<file path="src/rtl/rr_arbiter_32_pkg.sv">
// -----------------------------------------------------------------------------
// rr_arbiter_32_pkg
// Shared constants for the 32-way round-robin arbiter: requester count,
// select width and the two-state controller encodings.
// -----------------------------------------------------------------------------
package rr_arbiter_32_pkg;

    localparam int NUM_REQ = 32;
    localparam int SEL_W   = 5;

    localparam int STATE_W = 1;
    localparam logic [STATE_W-1:0] ST_IDLE = 1'b0;
    localparam logic [STATE_W-1:0] ST_BUSY = 1'b1;

endpackage : rr_arbiter_32_pkg

</file>
<file path="src/rtl/rr_pri_enc_32.sv">
// -----------------------------------------------------------------------------
// rr_pri_enc_32
// Purely combinational circular priority encoder. Finds the first set bit of
// vec_i searching upward from start_i and wrapping past bit 31 to bit 0.
//
// Ports
//   vec_i    [31:0]  candidate vector
//   start_i  [4:0]   highest-priority bit position
//   found_o          at least one bit of vec_i is set
//   idx_o    [4:0]   index of the winning bit (don't-care when !found_o)
// -----------------------------------------------------------------------------
module rr_pri_enc_32
    import rr_arbiter_32_pkg::*;
(
    input  logic [NUM_REQ-1:0] vec_i,
    input  logic [SEL_W-1:0]   start_i,
    output logic               found_o,
    output logic [SEL_W-1:0]   idx_o
);

    // Rotate so that start_i lands on bit 0; the 5-bit add wraps naturally,
    // which turns the circular search into a plain lowest-set-bit search.
    logic [NUM_REQ-1:0] rot;
    logic [SEL_W-1:0]   pos;

    generate
        for (genvar gi = 0; gi < NUM_REQ; gi++) begin : g_rot
            assign rot[gi] = vec_i[start_i + SEL_W'(gi)];
        end
    endgenerate

    always_comb begin
        pos = '0;
        // Descending scan so the lowest set bit is the last assignment.
        for (int i = NUM_REQ - 1; i >= 0; i--) begin
            if (rot[i]) begin
                pos = SEL_W'(i);
            end
        end
    end

    assign found_o = |rot;
    assign idx_o   = start_i + pos;

endmodule : rr_pri_enc_32

</file>
<file path="src/rtl/rr_arbiter_32.sv">
// -----------------------------------------------------------------------------
// rr_arbiter_32
// 32-requester round-robin arbiter steering a shared 32-input mux. A request
// seen in IDLE is granted one cycle later; the grant holds until out_ready
// completes a handshake, in which cycle the next winner is picked
// back-to-back (excluding the requester just served).
//
// Ports
//   clock            rising-edge clock
//   reset            synchronous active-high reset
//   req       [31:0] request vector, bit i = requester i
//   out_ready        downstream accepts the selected word this cycle
//   select    [4:0]  mux select, index of the granted requester
//   grant     [31:0] one-hot grant, zero when idle
//   out_valid        mux output valid this cycle
//   done      [31:0] per-requester acknowledge (grant & out_ready), combinational
// -----------------------------------------------------------------------------
module rr_arbiter_32
    import rr_arbiter_32_pkg::*;
(
    input  logic               clock,
    input  logic               reset,
    input  logic [NUM_REQ-1:0] req,
    input  logic               out_ready,
    output logic [SEL_W-1:0]   select,
    output logic [NUM_REQ-1:0] grant,
    output logic               out_valid,
    output logic [NUM_REQ-1:0] done
);

    logic [STATE_W-1:0] state_q, state_d;
    logic [SEL_W-1:0]   ptr_q,   ptr_d;
    logic [SEL_W-1:0]   sel_q,   sel_d;

    logic [NUM_REQ-1:0] enc_vec;
    logic [SEL_W-1:0]   enc_start;
    logic               enc_found;
    logic [SEL_W-1:0]   enc_idx;
    logic               busy;

    assign busy      = (state_q == ST_BUSY);
    assign out_valid = busy;
    assign select    = sel_q;
    // Grant is decoded from registered state only, so it moves on edges.
    assign grant     = busy ? (NUM_REQ'(1) << sel_q) : '0;
    assign done      = (busy && out_ready) ? grant : '0;

    // In IDLE search from the pointer; in BUSY the encoder result is only
    // used on a handshake, where the served requester is masked out and the
    // search starts just past it (equal to the pointer it is about to get).
    assign enc_vec   = busy ? (req & ~grant) : req;
    assign enc_start = busy ? (sel_q + SEL_W'(1)) : ptr_q;

    rr_pri_enc_32 u_pri_enc (
        .vec_i   (enc_vec),
        .start_i (enc_start),
        .found_o (enc_found),
        .idx_o   (enc_idx)
    );

    always_comb begin
        state_d = state_q;
        ptr_d   = ptr_q;
        sel_d   = sel_q;
        case (state_q)
            ST_IDLE: begin
                if (enc_found) begin
                    state_d = ST_BUSY;
                    sel_d   = enc_idx;
                end
            end
            ST_BUSY: begin
                // Without out_ready everything holds; req changes are ignored.
                if (out_ready) begin
                    ptr_d = sel_q + SEL_W'(1);
                    if (enc_found) begin
                        sel_d = enc_idx;
                    end else begin
                        state_d = ST_IDLE;
                    end
                end
            end
            default: begin
                state_d = ST_IDLE;
            end
        endcase
    end

    always_ff @(posedge clock) begin
        if (reset) begin
            state_q <= ST_IDLE;
            ptr_q   <= '0;
            sel_q   <= '0;
        end else begin
            state_q <= state_d;
            ptr_q   <= ptr_d;
            sel_q   <= sel_d;
        end
    end

endmodule : rr_arbiter_32

</file>
<file path="config.mk">
export PLATFORM = sky130hd
export DESIGN_NAME = rr_arbiter_32
export DESIGN_NICKNAME = d
export VERILOG_FILES = /design/src/rtl/rr_arbiter_32_pkg.sv /design/src/rtl/rr_pri_enc_32.sv /design/src/rtl/rr_arbiter_32.sv
export SDC_FILE = /design/constraint.sdc
export NUM_CORES = 1
export LEC_CHECK = 0
export CAP_MARGIN = 20
export CORE_ASPECT_RATIO = 0.6
export CORE_UTILIZATION = 59
export DETAILED_ROUTE_END_ITERATION = 12
export HOLD_SLACK_MARGIN = 0.05
export PLACE_DENSITY = 0.89
export SLEW_MARGIN = 20
export SYNTH_ARGS = -nofsm -noshare
export SYNTH_HDL_FRONTEND = slang
export SYNTH_SLANG_ARGS = --single-unit
</file>
<file path="constraint.sdc">
create_clock -name clock -period 17.46 [get_ports clock]
set_clock_uncertainty 0.15 [all_clocks]
set_input_delay 5.238 -clock clock [delete_from_list [all_inputs] [get_ports clock]]
set_output_delay 5.238 -clock clock [all_outputs]
set_load 0.005 [all_outputs]
</file>
### Word level (Yosys, flattened, before mapping)

Index checks and enable logic that the tools add are counted.

* output and inout port bits: 70
* flip-flop bits (word level): 11
* input port bits: 35
* word-level logic and storage cells: 182

* shift-type cells: 1
* multiplexer cells: 106
* add/sub/neg operators: 33
* reduce and logical (&&, ||, !) cells: 3
* equal/unequal tests: 1
* bitwise operators: 3
* $lt $le $gt $ge: 32

Operators by type and width (count)
* $lt A5 B6 Y1 const B: 32
* $mux W5: 35
* $bmux W1 S5: 32
* $mux W32: 3
* $add A5 B5 Y5 const B: 16
* $add A5 B4 Y5 const B: 8
* $mux W1: 34
* $and A32 B32 Y32: 1
* $not A32 Y32: 1
* $reduce_or A32 Y1: 1
* $shl A1 B5 Y32 const A: 1
* $add A5 B3 Y5 const B: 4
* $add A5 B1 Y5 const B: 2
* $add A5 B2 Y5 const B: 2
* $pmux W5 S2: 1
* $add A5 B5 Y5: 1
* $ne A2 B2 Y1 const B: 1
* $pmux W1 S2: 1
* $reduce_and A2 Y1: 1
* $logic_and A1 B1 Y1: 1
* $not A1 Y1: 1

### Depth between registers and ports, before layout

Gate-level depths: netlist of run 1.

* word-level depth: 43
* depth in mapped cells: 29
* mapped depth without buffers: 25

### Hierarchy

A second synthesis of run 1 with hierarchy kept.

* cell total of the unflattened synthesis: 477
* area total of the unflattened synthesis: 4660.7 sq um

Modules (own cells, without submodules)
* rr_pri_enc_32: times used 1, area an instance 3345.7 sq um, cells each 293, seq. area each 0.0 sq um
* rr_arbiter_32: times used 1, area an instance 1315.0 sq um, cells each 184, seq. area each 220.2 sq um

### Worst setup path before layout of run 1

No wires, ideal clock.

* path kind: input-to-output
* start point: input port out_ready
* end point: output port done[3]
* data arrival time: 5.864 ns
* buffers on the path: 1
* path slack: 6.208 ns
* stages: 4
* path through: and2_1 clkbuf_1 nand2_1 nor3_1

* cells in the longest elaborated chain, start to end: 2

Ends and longest elaborated chain
* start: declaration: line rr_arbiter_32.sv:24 `input logic out_ready,`
* $logic_and A1 B1 Y1: line rr_arbiter_32.sv:46 `assign done = (busy && out_ready) ? grant : '0;`
* $mux W32: line rr_arbiter_32.sv:46
* end: declaration: line rr_arbiter_32.sv:28 `output logic [NUM_REQ-1:0] done`

Every way passes these cells.

### Worst setup path after layout of run 1

Ends and elaborated chain as after synthesis.

==> results of run 1 <==
-- cell usage after synthesis, types with 3 or more instances --
master and number:
o22ai_1 20, nand3_1 8, o221ai_1 13, inv_1 9
nand4_1 13, nand2_1 43, ha_1 23, o211ai_1 8
mux4_2 36, o21bai_1 3, mux2i_1 74, and2_1 30
o2111ai_1 9, o21ai_1 32, mux2_1 5, nor2_1 59
or2_1 9, clkbuf_1 15, buf_1 3, a211oi_1 4
nand3_2 4, o21ai_0 12, nor4_1 7, buf_2 15
xnor2_1 25, inv_2 3, nor3_1 34, mux2_2 17
buf_4 3, or2_0 3, nand2b_1 10, a21oi_1 27
dfxtp_1 11, nor2b_1 6, buf_6 4, or3_1 8
-- cells by family after synthesis --
logic type	share of synthesized area, %
AO/OA/AOI/OAI	19.8
XOR/XNOR	5.52
adder cells (fa/ha/maj)	5.73
buffers and inverters	5.31
flip-flops	4.10
multiplexers	33.9
AND/OR/NAND/NOR	25.6
-- cell usage in the layout, fill, tap and decap left out, types with 12 or more instances in the layout --
cell,Yosys,final
a21oi_1,27,26
and2_1,30,30
clkdlybuf4s50_1,0,104
ha_1,23,23
mux2_2,17,17
mux2i_1,74,73
mux4_2,36,36
nand2_1,43,43
nand4_1,13,13
nor2_1,59,59
nor3_1,34,34
o21ai_0,12,12
o21ai_1,32,32
o221ai_1,13,13
o22ai_1,20,20
xnor2_1,25,24
-- sequential cells by signal, summed over array words and instances, names as in the netlist --
name	flops
ptr_q	5
select	5
out_valid	1
-- through the flow --
step           power (W)  hold slack [ns]
2_1_floorplan   0.000785            0.304
3_3_place_gp    0.000996            0.329
3_5_place_dp     0.00103            0.332
4_1_cts          0.00107            0.338
5_1_grt          0.00118            0.368
6_report         0.00112            0.339
-- cell type report --
class	instances	area [um2]	share of cell area, %
inverters	14	55.1	0.851
multi-input cells	596	4900	75.8
well taps	112	140	2.17
clock buffers	4	78.8	1.22
flip-flops and latches	11	220	3.40
repair buffers	108	1070	16.6
-- layer usage --
layer,track usage [%],part of all wire (%)
met5,0,0
met4,8.17,1.7
met3,16.0,17
met2,63.1,41
met1,60.8,40
-- power groups by stage --
stage	sequential [W]	combinational [W]	clock, W
after floorplan	0.0000372	0.000748	0
final	0.0000428	0.00103	0.0000429
after global routing	0.0000438	0.00109	0.0000440
after global placement	0.0000422	0.000954	0
after CTS	0.0000424	0.000989	0.0000425
after detailed placement	0.0000427	0.000985	0
-- worst max-delay path: cells and delay by family --
family | cells | cell delay, ns
buf+inv | 2 | 1.49
simple gates | 3 | 0.75
-- path summary, 6_finish.rpt --
path | start | endpoint | cells after the start
hold reg to reg | ptr_q[1] | ptr_q[1] | 2
setup / recovery | out_ready | done[3] | 5
hold / removal | ptr_q[1] | ptr_q[1] | 2
setup reg to reg | select[0] | select[4] | 23
==> key figures, run 1 <==
Worst setup path
  – CP endpoint kind: output port
  – Crit-path slowest cell: clkdlybuf4s50_1
  – Crit path cell chain: clkdlybuf4s50_1 -> and2_1 -> nand2_1 -> nor3_1 -> clkdlybuf4s50_1
  – Setup CP Type: in -> out
  – Crit-path max cell delay: 0.96 ns
  – Startpoint types: input port
  – Required @ worst endpoint: between 10 and 15 ns
  – Internal reg-to-reg setup slack: between 10 and 15 ns
  – WP data arrival: between 7 and 8 ns
  – CP Max Fanout: 28
  – Cell repeated most along the worst path: clkdlybuf4s50_1

Floorplanning
  – Row count: 26
  – Die H: around 76 um
  – Io pins: about 110
  – Core Box Area: a little under 9000 um2
  – Die Area: between 9000 and 10000 um2
  – Die Width: 125 um
  – Initial Util: 61.9%

Timing
  – Final Critical Period: approximately 13 ns
  – RSZ-0062 raised after global routing: no
  – Max Slew Vio Count: 0
  – Fmax: between 0.07 and 0.08 GHz
  – Part of the cycle the worst path needs: approximately three quarters
  – Least-Margin Pin Slew: approximately 1.1 ns
  – Final setup margin: between 4 and 5 ns
  – Hold Fails Final Rpt: 0
  – Setup TNS: 0 ns
  – Slew HR: between 20 and 30%
  – Final setup vio count: 0

Final layout
  – Diode count: 0
  – Fin util: approximately 74%
  – Area delta synth->final: 20.4%
  – Ratio of cells with drive above 1 in the final layout: between 10% and 20%
  – FILL cells: between 600 and 700
  – Layout Nets: 793
  – Final non-filler cell total: around 850
  – Final Cell Area: about 6500 um2

Synth
  – Mapped Area: around 5400 um2
  – Post-synthesis sequential area ratio: ~4%
  – Top FF cell, synth: dfxtp_1
  – Syn nets: between 700 and 800
  – Synth Register Bits: 11
  – Top cell type's share of synthesized area: between 10% and 20%
  – Syn Area/Cell: about 8 um2
  – Post-synthesis cell type count: 82
  – YS warnings: 0
  – Top cells by area, synth: mux4_2 (15%), mux2i_1 (14%), ha_1 (5.4%), nor2_1 (4.1%), dfxtp_1 (4.1%)
  – Post-synth EDFFs: 0
  – Area leader, netlist: mux4_2
  – Post-synthesis cell count: 662
  – Ys async rst share: 0%

Global route
  – Initial antenna violation count: 0
  – First-pass GRT wire length: ~32 mm
  – Vias in the first global route: between 5000 and 6000
  – Pin count of the biggest net entering global routing: between 40 and 50
  – Global route overflow: 0
  – Global Route Usage Sum: 43.2%

Routing
  – Routed via count: between 6000 and 7000
  – Final WL: 20.9 mm
  – Detail Route Antenna Nets: 0
  – Drc violations: 0
  – Initial DRC count: ~900
  – 1st-pass router iterations: 8
  – Wire per inst: around 25 um
  – Vias per cell: about 7.3

Power
  – P_int: slightly below 0.0005 W
  – Worst vdd ir: approximately 0.068 mV
  – P_sw: roughly 0.00064 W
  – Clock Power Share: under 10%
  – Pleak: 2.45 nW
  – Net Sw Frac: 57.1%
  – Power per Cell Area: 173 nW/um2
  – Power share of the sequential group: between 3 and 4%
  – Gate power share: between 90% and 100%

Clock network
  – CTS Buf Count: 3
  – Bufs on Longest Clock Path: 2
  – TritonCTS clock tree: built
  – Clk_lat worst skew: between 0.2 and 0.25 ns
  – CTS Hold Bufs: 0
  – Post-CTS setup buffer count: 0
  – Clk sinks: 11
  – H-Tree Depth: 1
  – Post-CTS resize count: 0
  – Reg clk slew, reported paths: 0.04 ns
  – Clock Tree Root: clkbuf_16

Place
  – I/O Buffers: between 100 and 150
  – Routability cong.: 1.03
  – HPWL after DPL: approximately 17 mm
  – Dpl ws: about 4.6 ns
  – Dpl cells: between 800 and 900
  – Placed instance area: 6380 um2

Job
  – Maxcap violations: 0

Worst hold path
  – Hold/Removal Path Class: reg -> reg

Run status
  – Status: complete, no violations
Note: power is estimated with default switching activity, not from simulation.
==> run 2: changes to the inputs <==
--- a/config.mk
+++ b/config.mk
@@ -7,10 +7,10 @@
 export LEC_CHECK = 0
 export CAP_MARGIN = 20
 export CORE_ASPECT_RATIO = 0.6
-export CORE_UTILIZATION = 59
+export CORE_UTILIZATION = 49
 export DETAILED_ROUTE_END_ITERATION = 12
 export HOLD_SLACK_MARGIN = 0.05
-export PLACE_DENSITY = 0.89
+export PLACE_DENSITY = 0.79
 export SLEW_MARGIN = 20
 export SYNTH_ARGS = -nofsm -noshare
 export SYNTH_HDL_FRONTEND = slang
==> constraint.sdc (replaced) <==
create_clock -name clock -period 11.05 [get_ports clock]
set_clock_uncertainty 0.15 [all_clocks]
set_input_delay 3.315 -clock clock [delete_from_list [all_inputs] [get_ports clock]]
set_output_delay 3.315 -clock clock [all_outputs]
set_load 0.005 [all_outputs]
==> run 2 against run 1 <==
Compared with the run above:
- flip-flop and latch count unchanged
- combinational power up 57%
- non-clock buffer count down 1
- hold slack better by 0.018 ns
- critical path depth unchanged
- largest cell class unchanged
==> key figures, run 2 (synthesis results as in run 1) <==
Timing
  – Least-Margin Pin Slew: 1.03 ns
  – Hold Fails Final Rpt: 0
  – Slew HR: 31.0%
  – RSZ-0062 raised after global routing: no
  – Final setup vio count: 0
  – Final setup margin: 2.00 ns
  – Setup TNS: 0 ns
  – Fmax: 0.111 GHz
  – Part of the cycle the worst path needs: between 80% and 90%
  – Max Slew Vio Count: 0
  – Final Critical Period: just over 9 ns

Global route
  – Global route overflow: 0
  – Global Route Usage Sum: ~36%
  – First-pass GRT wire length: around 32 mm
  – Initial antenna violation count: 0
  – Pin count of the biggest net entering global routing: 39
  – Vias in the first global route: about 5700

Clock network
  – TritonCTS clock tree: built
  – Clock Tree Root: clkbuf_16
  – CTS Hold Bufs: 0
  – Bufs on Longest Clock Path: 2
  – Post-CTS resize count: 0
  – H-Tree Depth: 1
  – Clk sinks: 11
  – Reg clk slew, reported paths: 0.04 ns
  – CTS Buf Count: 3
  – Post-CTS setup buffer count: 0
  – Clk_lat worst skew: 0.24 ns

Worst setup path
  – Cell repeated most along the worst path: clkdlybuf4s50_1
  – Crit-path max cell delay: ~0.96 ns
  – Worst r2r src: select[0]
  – Setup CP Type: in -> out
  – Required @ worst endpoint: roughly 7.6 ns
  – Largest delay contributor family on the critical path: buffers and inverters
  – Crit path buf inv count: 2
  – Crit-path slowest cell: clkdlybuf4s50_1
  – CP Max Fanout: 28
  – WP data arrival: between 5 and 6 ns
  – Crit path cell chain: clkdlybuf4s50_1 -> and2_1 -> nand2_1 -> nor3_1 -> clkdlybuf4s50_1
  – Startpoint types: input port
  – CP endpoint kind: output port
  – Capturing point of the worst reg2reg path: select[4]
  – Internal reg-to-reg setup slack: ~3.7 ns
  – Worst r2r path cells: 23

Floorplanning
  – Core Box Area: approximately 11000 um2
  – Initial Util: 50.6%
  – Die Width: 137 um
  – Die Area: about 11000 um2
  – Row count: 29
  – Die H: 83.1 um
  – Io pins: ~110

Routing
  – Vias per cell: between 6 and 7
  – Routed length on met2: about 9 mm
  – Detail Route Antenna Nets: 0
  – 1st-pass router iterations: 5
  – Routed via count: 6067
  – WL met1: between 9 and 10 mm
  – Highest metal used: met4
  – Drc violations: 0
  – Wire per inst: about 24 um
  – Initial DRC count: 630
  – Final WL: 20.8 mm
  – Metal3 WL: approximately 2.5 mm

Final layout
  – Ratio of cells with drive above 1 in the final layout: a little over an eighth
  – FILL cells: 930
  – Commonest non-fill, non-tap cell in the layout: clkdlybuf4s50_1
  – Final Cell Area: between 6000 and 7000 um2
  – Commonest cells after routing, fill and taps aside: clkdlybuf4s50_1 (104), mux2i_1 (73), nor2_1 (59)
  – Layout Nets: roughly 800
  – Diode count: 0
  – Area delta synth->final: 20.9%

Worst hold path
  – Hold Path Stages: 2
  – Hold EP: ptr_q[1]
  – Hold/Removal Path Class: reg -> reg
  – Hold Path Origin: ptr_q[1]

Place
  – Dpl ws: about 2.0 ns
  – Placed instance area: 6410 um2
  – Routability cong.: 0.985
  – I/O Buffers: 104
  – HPWL after DPL: approximately 17 mm

Job
  – Maxcap violations: 0

Power
  – Pleak: around 2.4 nW
  – Worst vdd ir: ~0.18 mV
  – Power per Cell Area: 270 nW/um2

Run status
  – Status: complete, no violations
[run 2: cell count changes in the layout (fill, tap and decap cells not counted), sizes merged]
cell,delta
buf,-1
[run 2: final cells by class]
class / instances / area, um2 / share of cell area, %
sequential: 11 / 220 / 3.39
timing repair buffer: 107 / 1060 / 16.4
inverter: 14 / 55.1 / 0.847
clock buffer: 4 / 78.8 / 1.21
multi-input combinational: 596 / 4900 / 75.5
tap: 139 / 174 / 2.68
[run 2: through the flow]
step                power [W]  utilization [%]  hold WS [ns]  cells
floorplan             0.00124                -         0.304    662
global placement      0.00157             60.2         0.327    867
detailed placement    0.00162             60.3         0.333    867
CTS                   0.00170             61.0         0.359    871
global route          0.00185             61.1         0.369    871
finish                0.00176             61.1         0.357    871
[run 2: per-layer routing]
| layer | GRT usage [%] | vias to the layer above |
|---|---|---|
| met5 | 0 | - |
| met4 | 4.00 | 0 |
| met3 | 10.8 | 25 |
| met2 | 53.6 | 391 |
| met1 | 52.8 | 2937 |
| li1 | - | 2714 |
[run 2: worst register-to-register path, stage by stage, from the launching register on]
cell and delay [ns]:
dfxtp_1 0.44, inv_1 0.14, ha_1 0.37, mux2i_4 0.58, buf_4 0.49, inv_4 0.24
ha_1 0.40, xnor2_4 0.67, mux4_2 0.51, mux4_2 0.55, nor2_1 0.27, nand3_1 0.13
a31oi_1 0.17, nor3_1 0.07, nor4_1 0.40, o311ai_1 0.19, fa_1 0.45, inv_1 0.07
a21o_1 0.11, a21oi_1 0.08, xnor2_1 0.22, nor3_1 0.09, and3b_1 0.22, a211o_1 0.23
[run 2: how the worst max path moves through the flow]
stage	from	to	slack (ns)	depth (start not counted)
2_1_floorplan	out_ready	done[3]	3.64	4
3_3_place_gp	out_ready	done[3]	2.16	5
3_5_place_dp	out_ready	done[3]	2.02	5
4_1_cts	out_ready	done[7]	2.02	5
5_1_grt	out_ready	done[7]	1.78	5
6_report	out_ready	done[3]	2.00	5
[run 2: report_power, final]
part | switching (W) | internal, W | total [W] | leakage (nW)
clock | 0.0000187 | 0.0000485 | 0.0000672 | 0.0382
combinational | 0.000955 | 0.000663 | 0.00162 | 2.31
sequential | 0.0000220 | 0.0000482 | 0.0000702 | 0.0906
==> run 3: changes to the inputs <==
--- a/config.mk
+++ b/config.mk
@@ -7,10 +7,10 @@
 export LEC_CHECK = 0
 export CAP_MARGIN = 20
 export CORE_ASPECT_RATIO = 0.6
-export CORE_UTILIZATION = 49
+export CORE_UTILIZATION = 55
 export DETAILED_ROUTE_END_ITERATION = 12
 export HOLD_SLACK_MARGIN = 0.05
-export PLACE_DENSITY = 0.79
+export PLACE_DENSITY = 0.84
 export SLEW_MARGIN = 20
 export SYNTH_ARGS = -nofsm -noshare
 export SYNTH_HDL_FRONTEND = slang
==> constraint.sdc (replaced) <==
create_clock -name clock -period 9.3 [get_ports clock]
set_clock_uncertainty 0.15 [all_clocks]
set_input_delay 2.79 -clock clock [delete_from_list [all_inputs] [get_ports clock]]
set_output_delay 2.79 -clock clock [all_outputs]
set_load 0.005 [all_outputs]
==> run 3 against run 2 <==
Compared with the run above:
- core utilization up 8.7 points
- die area down 11%
- clock-buffer cell count unchanged
- clock power up 19%
- register-to-register slack worse by 1.2 ns
- critical path depth up 1
- total power up 23%
- global-route usage up 6.8 points
- sequential share of layout area about the same
- final area up 0.23%
- via count up 3.8%
- critical path type unchanged
- critical endpoint is now done[7]
- largest power group unchanged
==> key figures, run 3 (synthesis results as in run 1) <==
Floorplanning
  – Initial Util: ~58%
  – Core Box Area: just over 9000 um2
  – Die Width: ~130 um
  – Die Area: between 10000 and 15000 um2
  – Io pins: 105
  – Row count: 27
  – Die H: just under 80 um

Timing
  – Setup TNS: 0 ns
  – Final Critical Period: approximately 7.7 ns
  – Fmax: between 0.1 and 0.15 GHz
  – Hold Fails Final Rpt: 0
  – Slew HR: around 35%
  – Max Slew Vio Count: 0
  – Final setup vio count: 0
  – RSZ-0062 raised after global routing: no
  – Least-Margin Pin Slew: 0.975 ns
  – Part of the cycle the worst path needs: 82.7%

Global route
  – Global route overflow: 0
  – Pin count of the biggest net entering global routing: 42
  – Global Route Usage Sum: ~43%
  – Initial antenna violation count: 1
  – Vias in the first global route: around 5900
  – First-pass GRT wire length: between 30 and 40 mm

Worst setup path
  – Crit path buf inv count: 3
  – Crit-path max cell delay: between 0.5 and 0.6 ns
  – CP Max Fanout: 28
  – CP endpoint kind: output port
  – Startpoint types: input port
  – Crit-path slowest cell: clkdlybuf4s50_1
  – Largest delay contributor family on the critical path: buffers and inverters
  – Required @ worst endpoint: 6.36 ns
  – Crit path cell chain: clkdlybuf4s50_1 -> buf_4 -> and2_1 -> nand2_1 -> nor3_1 -> clkdlybuf4s50_1
  – WP data arrival: roughly 4.8 ns
  – Setup CP Type: in -> out
  – Cell repeated most along the worst path: clkdlybuf4s50_1

Place
  – Routability cong.: around 0.98
  – Dpl cells: between 800 and 900
  – HPWL after DPL: around 17 mm
  – I/O Buffers: between 100 and 150

Clock network
  – Post-CTS setup buffer count: 0
  – H-Tree Depth: 1
  – TritonCTS clock tree: built
  – Post-CTS resize count: 0
  – CTS Hold Bufs: 0
  – Clock Tree Root: clkbuf_16
  – CTS Buf Count: 3
  – Clk sinks: 11
  – Bufs on Longest Clock Path: 2
  – Clk_lat worst skew: 0.24 ns
  – Reg clk slew, reported paths: 0.04 ns

Power
  – Pleak: ~2.5 nW
  – Net Sw Frac: between 50 and 60%
  – Power share of the sequential group: approximately 3.7%
  – Gate power share: between 90% and 100%
  – Power per Cell Area: roughly 330 nW/um2
  – Worst vdd ir: ~0.20 mV
  – Clock Power Share: under 10%
  – P_int: about 0.00091 W
  – P_sw: 0.00124 W

Final layout
  – FILL cells: 730
  – Final non-filler cell total: approximately 870
  – Diode count: 0
  – Commonest cells after routing, fill and taps aside: clkdlybuf4s50_1 (104), mux2i_1 (73), nor2_1 (59)
  – Area delta synth->final: 21.1%
  – Layout Nets: 796
  – Commonest non-fill, non-tap cell in the layout: clkdlybuf4s50_1
  – Ratio of cells with drive above 1 in the final layout: 13.5%

Routing
  – Detail Route Antenna Nets: 0
  – Final WL: approximately 22 mm
  – Vias per cell: a little over 7
  – Drc violations: 0
  – Wire per inst: about 25 um
  – Routed via count: between 6000 and 7000
  – Initial DRC count: slightly above 800
  – 1st-pass router iterations: 5

Job
  – Maxcap violations: 0

Run status
  – Status: complete, no violations

Worst hold path
  – Hold/Removal Path Class: reg -> reg
==> run 3: changes by cell type in the layout (fill, tap and decap cells not counted), sizes merged <==
cell,previous run,this run
buf,3,7
==> run 3: final timing paths <==
kind | cells past startpoint | slack, ns | to | startpoint
setup reg to reg | 22 | 2.43 | select[4] | select[0]
hold / removal | 2 | 0.35 | ptr_q[1] | ptr_q[1]
hold reg to reg | 2 | 0.35 | ptr_q[1] | ptr_q[1]
setup / recovery | 6 | 1.61 | done[7] | out_ready
==> run 3: power groups by stage <==
stage          sequential [W]   clock, W  combinational, W
4_1_cts             0.0000792  0.0000799           0.00189
3_5_place_dp        0.0000797          0           0.00188
6_report            0.0000802  0.0000798           0.00199
2_1_floorplan       0.0000699          0           0.00140
5_1_grt             0.0000822  0.0000829           0.00207
3_3_place_gp        0.0000785          0           0.00182
==> run 3: layer usage <==
metal	track usage, %	share of wire (%)	up-vias
li1	-	-	2700
met1	58.1	40	2950
met2	63.5	42	577
met3	17.1	16	73
met4	9.65	2.3	0
met5	0	0	-
==> run 3: area by class of cell <==
cell class	count	area [um2]	area share, %
Tap cell	130	163	2.50
Clock buffer	4	78.8	1.21
Timing Repair Buffer	111	1090	16.8
Multi-Input combinational cell	596	4900	75.3
Inverter	14	55.1	0.846
Sequential cell	11	220	3.38
==> run 3: worst register-to-register path: cells and delay by family, from the launching register on <==
family | cells | cell delay [ns]
mux | 3 | 1.19
xor+xnor | 2 | 0.86
simple gates | 6 | 1.14
buf+inv | 4 | 1.19
fa+ha+maj | 2 | 0.96
compound gates | 5 | 0.79
flops | 1 | 0.46
==> run 3: per-stage QoR <==
stage	power [W]	setup slack (ns)	hold WS, ns	util (%)	area [um2]
6_report	0.00215	1.61	0.347	69.8	6510
5_1_grt	0.00224	1.51	0.381	69.8	6510
4_1_cts	0.00205	1.64	0.351	69.7	6500
3_5_place_dp	0.00196	1.62	0.339	68.9	6420
3_3_place_gp	0.00190	1.77	0.332	68.9	6420
2_1_floorplan	0.00147	2.69	0.304	-	5380
